`src/rtl/if_trace_tracker_mo_pkg.sv`:
```
// Shared types and record layout helpers for the IF-stage fetch tracker.
// Record layout, MSB first: addr, instr, t_req, t_gnt, t_end, killed.
package if_trace_tracker_mo_pkg;

    typedef enum logic [0:0] {
        IDLE     = 1'b0,
        WAIT_GNT = 1'b1
    } if_req_state_e;

    // In-flight entry: {addr, t_req, t_gnt}
    function automatic int inflight_width(input int aw, input int tw);
        return aw + 2 * tw;
    endfunction

    function automatic int rec_width(input int aw, input int dw, input int tw);
        return aw + dw + 3 * tw + 1;
    endfunction

endpackage

```
`src/rtl/if_trace_tracker_mo_fifo.sv`:
```
// Small synchronous FIFO; a push into a full FIFO is accepted only alongside a pop.
module trace_sync_fifo #(
    parameter int WIDTH = 8,
    parameter int DEPTH = 4
) (
    input  logic                         clk,
    input  logic                         rst,
    input  logic                         push,
    input  logic [WIDTH-1:0]             push_data,
    input  logic                         pop,
    output logic [WIDTH-1:0]             pop_data,
    output logic                         full,
    output logic                         empty,
    output logic [$clog2(DEPTH+1)-1:0]   count
);

    localparam int PTR_W = (DEPTH > 1) ? $clog2(DEPTH) : 1;
    localparam int CNT_W = $clog2(DEPTH + 1);

    logic [WIDTH-1:0] mem [DEPTH];
    logic [PTR_W-1:0] wr_ptr;
    logic [PTR_W-1:0] rd_ptr;
    logic             do_push;
    logic             do_pop;

    function automatic logic [PTR_W-1:0] next_ptr(input logic [PTR_W-1:0] p);
        return (p == PTR_W'(DEPTH - 1)) ? '0 : p + 1'b1;
    endfunction

    assign do_pop  = pop && !empty;
    assign do_push = push && (!full || do_pop);
    assign full    = (count == CNT_W'(DEPTH));
    assign empty   = (count == '0);
    assign pop_data = mem[rd_ptr];

    always_ff @(posedge clk or posedge rst) begin
        if (rst) begin
            wr_ptr <= '0;
            rd_ptr <= '0;
            count  <= '0;
        end else begin
            if (do_push) wr_ptr <= next_ptr(wr_ptr);
            if (do_pop)  rd_ptr <= next_ptr(rd_ptr);
            count <= count + CNT_W'(do_push) - CNT_W'(do_pop);
        end
    end

    // Storage needs no reset; occupancy alone decides what is visible.
    always_ff @(posedge clk) begin
        if (do_push) mem[wr_ptr] <= push_data;
    end

endmodule

```
`src/rtl/if_trace_tracker_mo.sv`:
```
// IF-stage fetch tracker: pairs req/gnt with rvalid and emits one timestamped
// trace record per completed fetch through a buffered valid/ready port.
module if_trace_tracker_mo
    import if_trace_tracker_mo_pkg::*;
#(
    parameter int ADDR_WIDTH      = 32,
    parameter int DATA_WIDTH      = 32,
    parameter int TIME_WIDTH      = 32,
    parameter int MAX_OUTSTANDING = 2,
    parameter int OUT_DEPTH       = 4,
    parameter int DROP_CNT_WIDTH  = 16
) (
    input  logic                      clk,
    input  logic                      rst,
    input  logic                      instr_req,
    input  logic [ADDR_WIDTH-1:0]     instr_addr,
    input  logic                      instr_grant,
    input  logic                      instr_rvalid,
    input  logic [DATA_WIDTH-1:0]     instr_rdata,
    input  logic                      flush_i,
    input  logic [TIME_WIDTH-1:0]     counter_i,
    output logic                      trace_valid_o,
    input  logic                      trace_ready_i,
    output logic [ADDR_WIDTH-1:0]     trace_addr_o,
    output logic [DATA_WIDTH-1:0]     trace_instr_o,
    output logic [TIME_WIDTH-1:0]     trace_t_req_o,
    output logic [TIME_WIDTH-1:0]     trace_t_gnt_o,
    output logic [TIME_WIDTH-1:0]     trace_t_end_o,
    output logic                      trace_killed_o,
    output logic [DROP_CNT_WIDTH-1:0] drop_cnt_o,
    output logic                      proto_err_o
);

    localparam int IF_W   = inflight_width(ADDR_WIDTH, TIME_WIDTH);
    localparam int REC_W  = rec_width(ADDR_WIDTH, DATA_WIDTH, TIME_WIDTH);
    localparam int KILL_W = $clog2(MAX_OUTSTANDING + 1);
    localparam int OCNT_W = $clog2(OUT_DEPTH + 1);

    if_req_state_e            state;
    logic [TIME_WIDTH-1:0]    t_req_q;
    logic [KILL_W-1:0]        kill_cnt;

    logic                     grant_evt;
    logic [TIME_WIDTH-1:0]    grant_t_req;
    logic                     if_push;
    logic                     if_pop;
    logic                     if_full;
    logic                     if_empty;
    logic [KILL_W-1:0]        if_count;
    logic [IF_W-1:0]          if_push_data;
    logic [IF_W-1:0]          if_pop_data;
    logic                     if_overflow;
    logic                     rv_orphan;

    logic [REC_W-1:0]         rec_in;
    logic [REC_W-1:0]         rec_head;
    logic [REC_W-1:0]         rec_out;
    logic                     of_pop;
    logic                     of_full;
    logic                     of_empty;
    logic [OCNT_W-1:0]        of_count;
    logic                     rec_drop;
    logic                     unused_of_count;

    // A grant only counts while a request is live or one is already pending.
    assign grant_evt    = instr_grant && ((state == WAIT_GNT) || instr_req);
    assign grant_t_req  = (state == IDLE) ? counter_i : t_req_q;
    assign if_push_data = {instr_addr, grant_t_req, counter_i};

    assign if_pop       = instr_rvalid && !if_empty;
    assign if_push      = grant_evt && (!if_full || if_pop);
    assign if_overflow  = grant_evt && if_full && !if_pop;
    assign rv_orphan    = instr_rvalid && if_empty;

    assign rec_in = {if_pop_data[IF_W-1 -: ADDR_WIDTH], instr_rdata,
                     if_pop_data[2*TIME_WIDTH-1 -: TIME_WIDTH],
                     if_pop_data[TIME_WIDTH-1:0], counter_i, (kill_cnt != '0)};

    assign trace_valid_o = !of_empty;
    assign of_pop        = trace_valid_o && trace_ready_i;
    assign rec_drop      = if_pop && of_full && !of_pop;
    assign unused_of_count = ^of_count;

    trace_sync_fifo #(.WIDTH(IF_W), .DEPTH(MAX_OUTSTANDING)) u_inflight_fifo (
        .clk       (clk),
        .rst       (rst),
        .push      (if_push),
        .push_data (if_push_data),
        .pop       (if_pop),
        .pop_data  (if_pop_data),
        .full      (if_full),
        .empty     (if_empty),
        .count     (if_count)
    );

    trace_sync_fifo #(.WIDTH(REC_W), .DEPTH(OUT_DEPTH)) u_out_fifo (
        .clk       (clk),
        .rst       (rst),
        .push      (if_pop),
        .push_data (rec_in),
        .pop       (of_pop),
        .pop_data  (rec_head),
        .full      (of_full),
        .empty     (of_empty),
        .count     (of_count)
    );

    // Record fields read as zero whenever nothing is presented.
    assign rec_out        = trace_valid_o ? rec_head : '0;
    assign trace_killed_o = rec_out[0];
    assign trace_t_end_o  = rec_out[TIME_WIDTH -: TIME_WIDTH];
    assign trace_t_gnt_o  = rec_out[2*TIME_WIDTH -: TIME_WIDTH];
    assign trace_t_req_o  = rec_out[3*TIME_WIDTH -: TIME_WIDTH];
    assign trace_instr_o  = rec_out[3*TIME_WIDTH+DATA_WIDTH -: DATA_WIDTH];
    assign trace_addr_o   = rec_out[REC_W-1 -: ADDR_WIDTH];

    always_ff @(posedge clk or posedge rst) begin
        if (rst) begin
            state   <= IDLE;
            t_req_q <= '0;
        end else begin
            case (state)
                IDLE: begin
                    if (instr_req && !instr_grant) begin
                        state   <= WAIT_GNT;
                        t_req_q <= counter_i;
                    end
                end
                WAIT_GNT: begin
                    if (instr_grant || !instr_req) state <= IDLE;
                end
                default: state <= IDLE;
            endcase
        end
    end

    // Flush marks everything still in flight after this cycle's pop; a same-cycle grant survives.
    always_ff @(posedge clk or posedge rst) begin
        if (rst) begin
            kill_cnt <= '0;
        end else if (flush_i) begin
            kill_cnt <= if_count - KILL_W'(if_pop);
        end else if (if_pop && (kill_cnt != '0)) begin
            kill_cnt <= kill_cnt - KILL_W'(1);
        end
    end

    always_ff @(posedge clk or posedge rst) begin
        if (rst) begin
            drop_cnt_o  <= '0;
            proto_err_o <= 1'b0;
        end else begin
            if (rec_drop && (drop_cnt_o != '1)) drop_cnt_o <= drop_cnt_o + 1'b1;
            if (if_overflow || rv_orphan) proto_err_o <= 1'b1;
        end
    end

endmodule

```
`config.mk`:
```
export PLATFORM = sky130hd
export DESIGN_NAME = if_trace_tracker_mo
export DESIGN_NICKNAME = d
export VERILOG_FILES = /design/src/rtl/if_trace_tracker_mo_pkg.sv /design/src/rtl/if_trace_tracker_mo_fifo.sv /design/src/rtl/if_trace_tracker_mo.sv
export SDC_FILE = /design/constraint.sdc
export NUM_CORES = 1
export LEC_CHECK = 0
export CORE_MARGIN = 2
export CORE_UTILIZATION = 45
export DETAILED_ROUTE_END_ITERATION = 10
export SKIP_LAST_GASP = 1
export SLEW_MARGIN = 20
export SYNTH_ARGS = -nofsm -noshare
export SYNTH_HDL_FRONTEND = slang
export SYNTH_SLANG_ARGS = --single-unit
```
`constraint.sdc`:
```
create_clock -name clk -period 9.3 [get_ports clk]
set_input_delay 1.86 -clock clk [delete_from_list [all_inputs] [get_ports clk]]
set_output_delay 1.86 -clock clk [all_outputs]
set_load 0.02 [all_outputs]
```
==> flow_metrics.env <==
export IMPL_synthCells=1580
export IMPL_fillers=5827
export IMPL_finalSetupViolCount=0
export IMPL_yosysWarnings=0
export IMPL_cts_resized=0
export IMPL_final_cells=2953
export IMPL_leakagePower_nw=13.6
export IMPL_vdd_drop_max_uv=247
export IMPL_finalMaxSlewViolations=0
export IMPL_end_kind="output pin"
export IMPL_postCtsHoldBufs=0
export IMPL_ctsRootBufferMaster="clkbuf_16"
export IMPL_avgViaCountPerCell=5.38
export IMPL_clk_latency_ps=640
export IMPL_hpwl_mm=36.3
export IMPL_post_dp_cell_area_sq_mm=0.0383
export IMPL_core_area_sq_mm=0.0758
export IMPL_grt_ovfl_total=0
export IMPL_cts_tree="done"
export IMPL_clk_pin_slew_ps=60
export IMPL_p_clk_share_pct=25.6
export IMPL_worst_pin_slew_ps=1110
export IMPL_multi_input_area_sq_mm=0.00730
export IMPL_numCtsBuffers=93
export IMPL_drt_iter0_drc=956
export IMPL_die_w_um=280
export IMPL_tns_ps=0
export IMPL_syn_nets=1695
export IMPL_clock_sinks=899
export IMPL_crit_fanout=84
export IMPL_fp_dieH_um=280
export IMPL_io_buffer_count=281
export IMPL_min_period_ps=5590
export IMPL_cts_htree_levels=3
export IMPL_power_frac_seq_pct=40.4
export IMPL_power_switching_w=0.00434
export IMPL_rows=101
export IMPL_clk_path_buf_depth=3
export IMPL_hold_viol=0
export IMPL_numPlacedInstances=2779
export IMPL_nets=2012
export IMPL_synthToLayoutAreaGrowth_pct=20.2
export IMPL_io_pins=282
export IMPL_timing_reg2reg_setup_slack_ps=5780
export IMPL_skew_ps=22.8
export IMPL_wl_mm=70.3
export IMPL_p_int_w=0.00981
export IMPL_route_detailed_wl_per_inst_um=23.8
export IMPL_grt_max_degree=132
export IMPL_fin_crit_sh_pct=60.1
export IMPL_grt_pass1_wl_mm=106
export IMPL_fmax_mhz=179
export IMPL_grt_total_usage_pct=18.1
export IMPL_crit_type="reg -> out"
export IMPL_drc=0
export IMPL_maxCapViolCount=0
export IMPL_critPathRequiredTime_ps=7440
export IMPL_final_cell_mix="edfxtp_1 (836), clkdlybuf4s50_1 (281), mux2_2 (162)"
export IMPL_start_util_pct=45.3
export IMPL_drive_gt1_share_pct=25.5
export IMPL_routabilityCongestion=0.709
export IMPL_synth_cell_types=37
export IMPL_ys_seq_area_share_pct=77.6
export IMPL_rsz0062_at_grt="false"
export IMPL_seqCellArea_sq_mm=0.0267
export IMPL_first_global_vias=17300
export IMPL_avgSynthCellArea_sq_um=21.7
export IMPL_antenna_found_initial=3
export IMPL_holdCritPathClass="reg -> reg"
export IMPL_comb_power_share_pct=34.0
export IMPL_p_sw_share_pct=30.7
export IMPL_postRouteAntennaNets=0
export IMPL_status="complete, no violations"
export IMPL_powerDensity_mw_per_mm2=343
export IMPL_setup_ws_ps=3710
export IMPL_worstPathArrival_ps=3730
export IMPL_syn_cell_area_sq_mm=0.0344
export IMPL_post_cts_buffers=0
export IMPL_floorplan_die_area_sq_mm=0.0786
export IMPL_pre_cts_ws_ps=3840
export IMPL_num_vias=15900
export IMPL_crit_path_start_kind="flip-flop"
export IMPL_final_common_cell="edfxtp_1"
export IMPL_slew_headroom_pct=26.2
export IMPL_drt_first_pass_iters=5
export IMPL_final_area_sq_mm=0.0413
export IMPL_synth_seq_cells=899
-- metal layers --
| metal | up-vias | share of wire (%) | wire [um] | track usage (%) |
|---|---|---|---|---|
| met3 | 104 | 5.0 | 3540 | 3.61 |
| met4 | 4 | 1.7 | 1200 | 4.55 |
| li1 | 6978 | - | - | - |
| met2 | 353 | 51 | 35600 | 31.1 |
| met1 | 8456 | 43 | 29900 | 23.8 |
| met5 | - | 0.030 | 21 | 0 |
-- cell families after synthesis --
kind of cell             share of synthesized area [%]
AND/OR/NAND/NOR                                   3.98
adder cells (fa/ha/maj)                          0.459
buffers and inverters                             1.22
multiplexers                                      15.9
XOR/XNOR                                         0.535
flip-flops                                        77.6
AO/OA/AOI/OAI                                    0.259
-- cells in the mapped netlist, drive strengths merged --
cell type    n  share of area (%)
nor4b        2               0.11
o21ai        7               0.13
fa           1              0.058
a21oi        4              0.058
mux4       161                 11
mux2i        1              0.029
o21bai       1              0.022
and2       166                3.0
and3         2              0.036
nand3        5              0.073
xor2        16               0.41
nor2         8              0.087
a21o         2              0.044
nor2b        3              0.055
nand2       10               0.11
or3          1              0.018
nand4        6               0.11
mux2       162                5.3
edfxtp     836                 73
nor3        12               0.17
inv         13               0.14
and4         2              0.051
nor3b        2              0.044
buf         35               0.64
nor4         3              0.091
xnor2        5               0.13
ha          11               0.40
dfrtp       63                4.6
clkbuf      40               0.44
-- area by class of cell --
cell class / instances / share of cell area (%)
clock inverters: 53 / 1.21
repair buffers: 297 / 7.34
diodes: 1 / 0.00606
clock buffers: 119 / 6.09
inverters: 13 / 0.121
multi-input cells: 593 / 17.7
flip-flops and latches: 899 / 64.6
well taps: 978 / 2.96
-- state kept, by name (all words and copies together), names as in the netlist, 3 cells and up --
signal and flops:
t_req_q 32, u_out_fifo.count 3, drop_cnt_o 16, u_inflight_fifo.mem 192, u_out_fifo.mem 644
-- stage by stage --
stage               hold slack (ps)  power (W)  util, %
finish                          485     0.0142     54.5
global route                    510     0.0148     54.5
CTS                             497     0.0144     54.4
detailed placement              473     0.0107     50.5
global placement                483     0.0106     50.5
floorplan                       455    0.00874        -
-- power by group through the flow --
stage | Combinational [W] | Sequential [W] | Clock (W)
final | 0.00481 | 0.00571 | 0.00363
after global routing | 0.00515 | 0.00578 | 0.00390
after global placement | 0.00488 | 0.00576 | 0
after detailed placement | 0.00491 | 0.00581 | 0
after floorplan | 0.00300 | 0.00573 | 0
after CTS | 0.00493 | 0.00572 | 0.00373
-- path summary, 6_finish.rpt --
kind / start / end / cells after the start
min in group asynchronous: rst / drop_cnt_o[15] / 3
max: u_out_fifo.count[1] / trace_t_gnt_o[2] / 4
max in group asynchronous: rst / u_inflight_fifo.rd_ptr / 3
min reg2reg: proto_err_o / proto_err_o / 1
max reg2reg: state / u_inflight_fifo.mem[0][27] / 5
min: proto_err_o / proto_err_o / 1
-- worst max-delay path, cell delays in order (launching register included) --
cell and delay, ps:
dfrtp_1 470, or3_4 790, buf_4 850, and2_1 320, clkdlybuf4s50_1 640
Note: power is estimated with default switching activity, not from simulation.
